[config.mk]
export PLATFORM = sky130hd
export DESIGN_NAME = tdm_mux_scan
export DESIGN_NICKNAME = d
export VERILOG_FILES = /design/src/rtl/tdm_mux_scan.sv
export SDC_FILE = /design/constraint.sdc
export NUM_CORES = 1
export LEC_CHECK = 0
export CAP_MARGIN = 40
export CORE_MARGIN = 2
export CORE_UTILIZATION = 35
export DETAILED_ROUTE_END_ITERATION = 12
export PLACE_DENSITY = 0.63
export SLEW_MARGIN = 20
export SYNTH_ARGS = -nofsm -noshare
export SYNTH_HDL_FRONTEND = slang
export SYNTH_SLANG_ARGS = --single-unit
[constraint.sdc]
create_clock -name clk -period 12.4 [get_ports clk]
set_input_delay 1.24 -clock clk [delete_from_list [all_inputs] [get_ports clk]]
set_output_delay 1.24 -clock clk [all_outputs]
set_load 0.005 [all_outputs]
[src/rtl/tdm_mux_scan.sv]
// N-to-1 word selector with registered output and valid/ready handshakes.
// MANUAL forwards one chosen channel; SCAN snapshots every channel and serialises them.
module tdm_mux_scan #(
  parameter int OUT_DATA_WIDTH = 21,
  parameter int NUM_IN         = 8,
  parameter int SEL_WIDTH      = 3
) (
  input  logic                             clk,
  input  logic                             rst,
  input  logic [NUM_IN*OUT_DATA_WIDTH-1:0] in_flat,
  input  logic                             in_valid,
  output logic                             in_ready,
  input  logic                             mode,
  input  logic [SEL_WIDTH-1:0]             sel,
  output logic [OUT_DATA_WIDTH-1:0]        out_data,
  output logic                             out_valid,
  input  logic                             out_ready,
  output logic [SEL_WIDTH-1:0]             out_sel,
  output logic                             out_last
);

  typedef enum logic {IDLE, SCAN} state_t;

  localparam logic [SEL_WIDTH-1:0] LAST_SEL   = SEL_WIDTH'(NUM_IN - 1);
  localparam logic                 FIRST_LAST = (NUM_IN == 1);

  state_t                    state;
  logic [OUT_DATA_WIDTH-1:0] ch   [NUM_IN];
  logic [OUT_DATA_WIDTH-1:0] hold [NUM_IN];
  logic [OUT_DATA_WIDTH-1:0] sel_word;
  logic [OUT_DATA_WIDTH-1:0] hold_word;
  logic [SEL_WIDTH-1:0]      next_sel;
  logic                      accept;
  logic                      xfer;

  // A frame's last word may be replaced in the same cycle it is consumed.
  assign in_ready = !out_valid | (out_ready & out_last);
  assign accept   = in_valid & in_ready;
  assign xfer     = out_valid & out_ready;
  assign next_sel = out_sel + 1'b1;

  // Out-of-range selects match no channel and therefore yield zero.
  always_comb begin
    // NOTE: every output of a combinational block gets a default first, so no path leaves it unassigned and infers a latch.
    sel_word  = '0;
    hold_word = '0;
    for (int i = 0; i < NUM_IN; i++) begin
      ch[i] = in_flat[i*OUT_DATA_WIDTH +: OUT_DATA_WIDTH];
      if (sel == SEL_WIDTH'(i))      sel_word  = ch[i];
      if (next_sel == SEL_WIDTH'(i)) hold_word = hold[i];
    end
  end

  // NOTE: state is written with non-blocking assignments so every register samples pre-edge values.
  always_ff @(posedge clk or posedge rst) begin
    if (rst) begin
      state     <= IDLE;
      out_data  <= '0;
      out_valid <= 1'b0;
      out_sel   <= '0;
      out_last  <= 1'b0;
      // NOTE: the snapshot bank is reset on purpose; it is small and a known value after reset is required.
      for (int i = 0; i < NUM_IN; i++) hold[i] <= '0;
    end else if (accept) begin
      out_valid <= 1'b1;
      if (mode) begin
        for (int i = 0; i < NUM_IN; i++) hold[i] <= ch[i];
        out_data <= ch[0];
        out_sel  <= '0;
        out_last <= FIRST_LAST;
        state    <= SCAN;
      end else begin
        out_data <= sel_word;
        out_sel  <= sel;
        out_last <= 1'b1;
        state    <= IDLE;
      end
    end else if (xfer) begin
      if (out_last) begin
        // out_data deliberately keeps the final word.
        out_valid <= 1'b0;
        out_last  <= 1'b0;
        state     <= IDLE;
      end else if (state == SCAN) begin
        out_sel  <= next_sel;
        out_data <= hold_word;
        out_last <= (next_sel == LAST_SEL);
      end
    end
  end

endmodule

==> results.md <==
- RSZ-0062 raised after global routing: no
- Area of the multi-input gates: 5360 um^2
- Asr flop ratio synth: 1.00
- Post-CTS setup repair buffer count: 0
- Sequential-to-total area share from yosys stat: 0.450
- CP required: 11.16 ns
- Area Growth Syn to Fin: 27.2%
- Crit Path Class: in -> out
- Sum Neg Setup Slack: 0 ns
- Avg WL per Cell: 21.7 um
- Die area: 32400 um^2
- Startpoint class of the critical path: primary input
- HPWL after DPL: 28100 um
- Finished Core Util: 0.452
- Vias in the first global route: 9963
- Core ar.: 30500 um^2
- P_leak: 0.00618 uW
- Routed wire length: 40900 um
- Reg2reg path depth: 7
- Synth warnings: 0
- Vert. Die Dim: roughly 180 um
- Total track usage: 0.248
- Outcome: finished, final reports clean
- # IOs: 203
- Endpoints failing setup: 0
- DR iter-0 viols: 1296
- Reg2reg start: out_sel[1]$_DFFE_PP0P_
- Routability cong.: just under 0.9
- Critical path fanouts, max: 6
- Flip-flop and latch area: 4880 um^2
- Worst clock skew: 0.0144 ns
- Layout cells sized above 1: 0.0574
- Worst R2R End: out_data[14]$_DFFE_PP0P_
- Synthesized area: 10800 um^2
- Clock slew at reported path FFs: 0.07 ns
- Global-route wire length before repair: approximately 62000 um
- VDD IR-drop max: 0.000110 V
- Yosys cell types: 60
- Clk buf depth: 2
- Initial antenna violation count: 2
- Worst-Skew Late Latency: 0.44 ns
- GRT overflow: 0
- Critical path arrival: roughly 2.5 ns
- Crit end category: primary output
- Post-route DRC: 0
- Max Clk Rate: approximately 260 MHz
- Syn Area/Cell: 8.14 um^2
- Pin count of the biggest net entering global routing: 97
- Slew of the pin with the lowest slew margin: 0.872 ns
- NumNets Final: 1650
- Final min period: 3.78 ns
- TritonRoute pass-1 iters: 6
- Clock root cell: clkbuf_16
- EDFF count, synth: 0
- Initial core utilization: 0.355
- Syn_nets: 1512
- Slew headroom: 0.419
- Number of gates resized after cts: 0
- DIE WIDTH: ~180 um
- Top_reg_cell synth: dfrtp_1
- Vias per cell: between 5 and 6
- CTS tree: yes
- Final period utilization: 0.304
- CP startpoint: out_ready
- Post-Synthesis Cells: roughly 1300
- Hold-fix buffers at CTS: 0
- Final ANT Viol Nets: 0
- # fillers: 2968
- Crit path capture: in_ready
- TritonCTS Buffers: 17
- Flops & latches, synth: 195
- Vias: 10400
- Pwr dens: 224 nW/um^2
- H-tree levels: 4
- PortBufs: roughly 200
- CTS Sinks: 195
- Row cnt: 64
- Max Cap Viol: 0
- Max Transition Viols Final: 0
- Reg2reg setup slack: ~8.9 ns
- Hold WC Path Type: reg -> reg
- Final hold vios: 0
-- per-stage QoR --
stage	instances	instance area [um^2]	setup WS, ns	hold WS, ns	total power (uW)
6_report	1880	13800	8.62	0.472	3090
5_1_grt	1879	13800	8.58	0.491	3280
4_1_cts	1878	13800	8.63	0.475	3080
3_5_place_dp	1846	13200	8.50	0.457	2500
3_3_place_gp	1836	13000	8.05	0.451	2450
2_1_floorplan	1331	10800	5.85	0.437	1980
-- cells in the mapped netlist (10+ instances only) --
cell | n | share of area
nor3_1 | 17 | 0.0078
a221oi_2 | 10 | 0.014
nand2b_1 | 19 | 0.011
a221oi_1 | 29 | 0.023
nand2_1 | 530 | 0.18
o21ai_0 | 85 | 0.039
nand3b_1 | 18 | 0.012
clkbuf_1 | 41 | 0.014
o32a_1 | 17 | 0.016
mux2i_1 | 29 | 0.027
nor2b_1 | 22 | 0.013
o2bb2ai_1 | 16 | 0.013
dfrtp_1 | 195 | 0.45
a21oi_1 | 47 | 0.022
o211ai_1 | 23 | 0.016
inv_1 | 31 | 0.011
nor2_1 | 26 | 0.0090
buf_2 | 49 | 0.023
a221o_1 | 19 | 0.018
a211oi_1 | 19 | 0.013
-- cells by family (layout without fill, tap and decap cells) --
kind of cell / Yosys count / after routing / share of synthesized area
buf+inv: 139 / 290 / 0.0591
xor+xnor: 4 / 4 / 0.00462
simple gates: 660 / 660 / 0.254
compound gates: 298 / 298 / 0.198
mux: 30 / 30 / 0.0278
fa+ha+maj: 5 / 5 / 0.00577
flops: 195 / 195 / 0.450
other cells: 0 / 2 / 0
-- placed cells by master (no fill, tap or decap), types with 5 or more instances in the layout --
cell             count
nand2_1            530
clkdlybuf4s50_1    199
dfrtp_1            195
o21ai_0             85
a21oi_1             47
inv_1               30
a221oi_1            29
mux2i_1             29
nor2_1              26
o211ai_1            23
nor2b_1             21
nand2b_1            19
a221o_1             19
a211oi_1            19
nand3b_1            18
o32a_1              17
nor3_1              17
clkbuf_16           17
o2bb2ai_1           16
buf_4               16
a221oi_2            10
nand3_1              5
o31ai_1              5
nor3b_1              5
nand4_1              5
inv_6                5
-- per-layer routing --
layer / vias up / global-route usage / part of all wire
met1: 5000 / 0.364 / 0.45
met5: - / 0 / 0
li1: 4820 / - / -
met2: 485 / 0.368 / 0.44
met4: 0 / 0.0735 / 0.023
met3: 53 / 0.0480 / 0.084
-- power breakdown --
part	internal (uW)	switching (uW)
Combinational	569	843
Sequential	928	178
Clock	304	272
Total	1800	1290
-- worst max-delay path, cell delays in order --
cell             delay, ns
clkdlybuf4s50_1       0.53
a21bo_2               0.24
clkdlybuf4s50_1       0.53
-- registers in the layout (all words and copies together) (netlist names) --
name       cells
out_last       1
state          1
hold         168
out_data      21
out_valid      1
out_sel        3
-- area by class of cell --
| cell class | instances | share of cell area |
|---|---|---|
| flip-flops and latches | 195 | 0.354 |
| well taps | 396 | 0.0359 |
| repair buffers | 227 | 0.169 |
| clock buffers | 18 | 0.0311 |
| clock inverters | 14 | 0.0119 |
| multi-input cells | 997 | 0.388 |
| diodes | 2 | 0.000363 |
| inverters | 31 | 0.00899 |
-- worst min path at each step --
| stage | start | end | slack, ns | cells after the start |
|---|---|---|---|---|
| finish | hold[3]$_DFFE_PP0P_ | hold[3]$_DFFE_PP0P_ | 0.47 | 2 |
| global route | hold[1]$_DFFE_PP0P_ | hold[1]$_DFFE_PP0P_ | 0.49 | 2 |
| CTS | hold[3]$_DFFE_PP0P_ | hold[3]$_DFFE_PP0P_ | 0.47 | 2 |
| detailed placement | hold[49]$_DFFE_PP0P_ | hold[49]$_DFFE_PP0P_ | 0.46 | 2 |
| global placement | hold[49]$_DFFE_PP0P_ | hold[49]$_DFFE_PP0P_ | 0.45 | 2 |
| floorplan | hold[49]$_DFFE_PP0P_ | hold[49]$_DFFE_PP0P_ | 0.44 | 2 |
No activity file was read; power rests on OpenSTA's default activity.
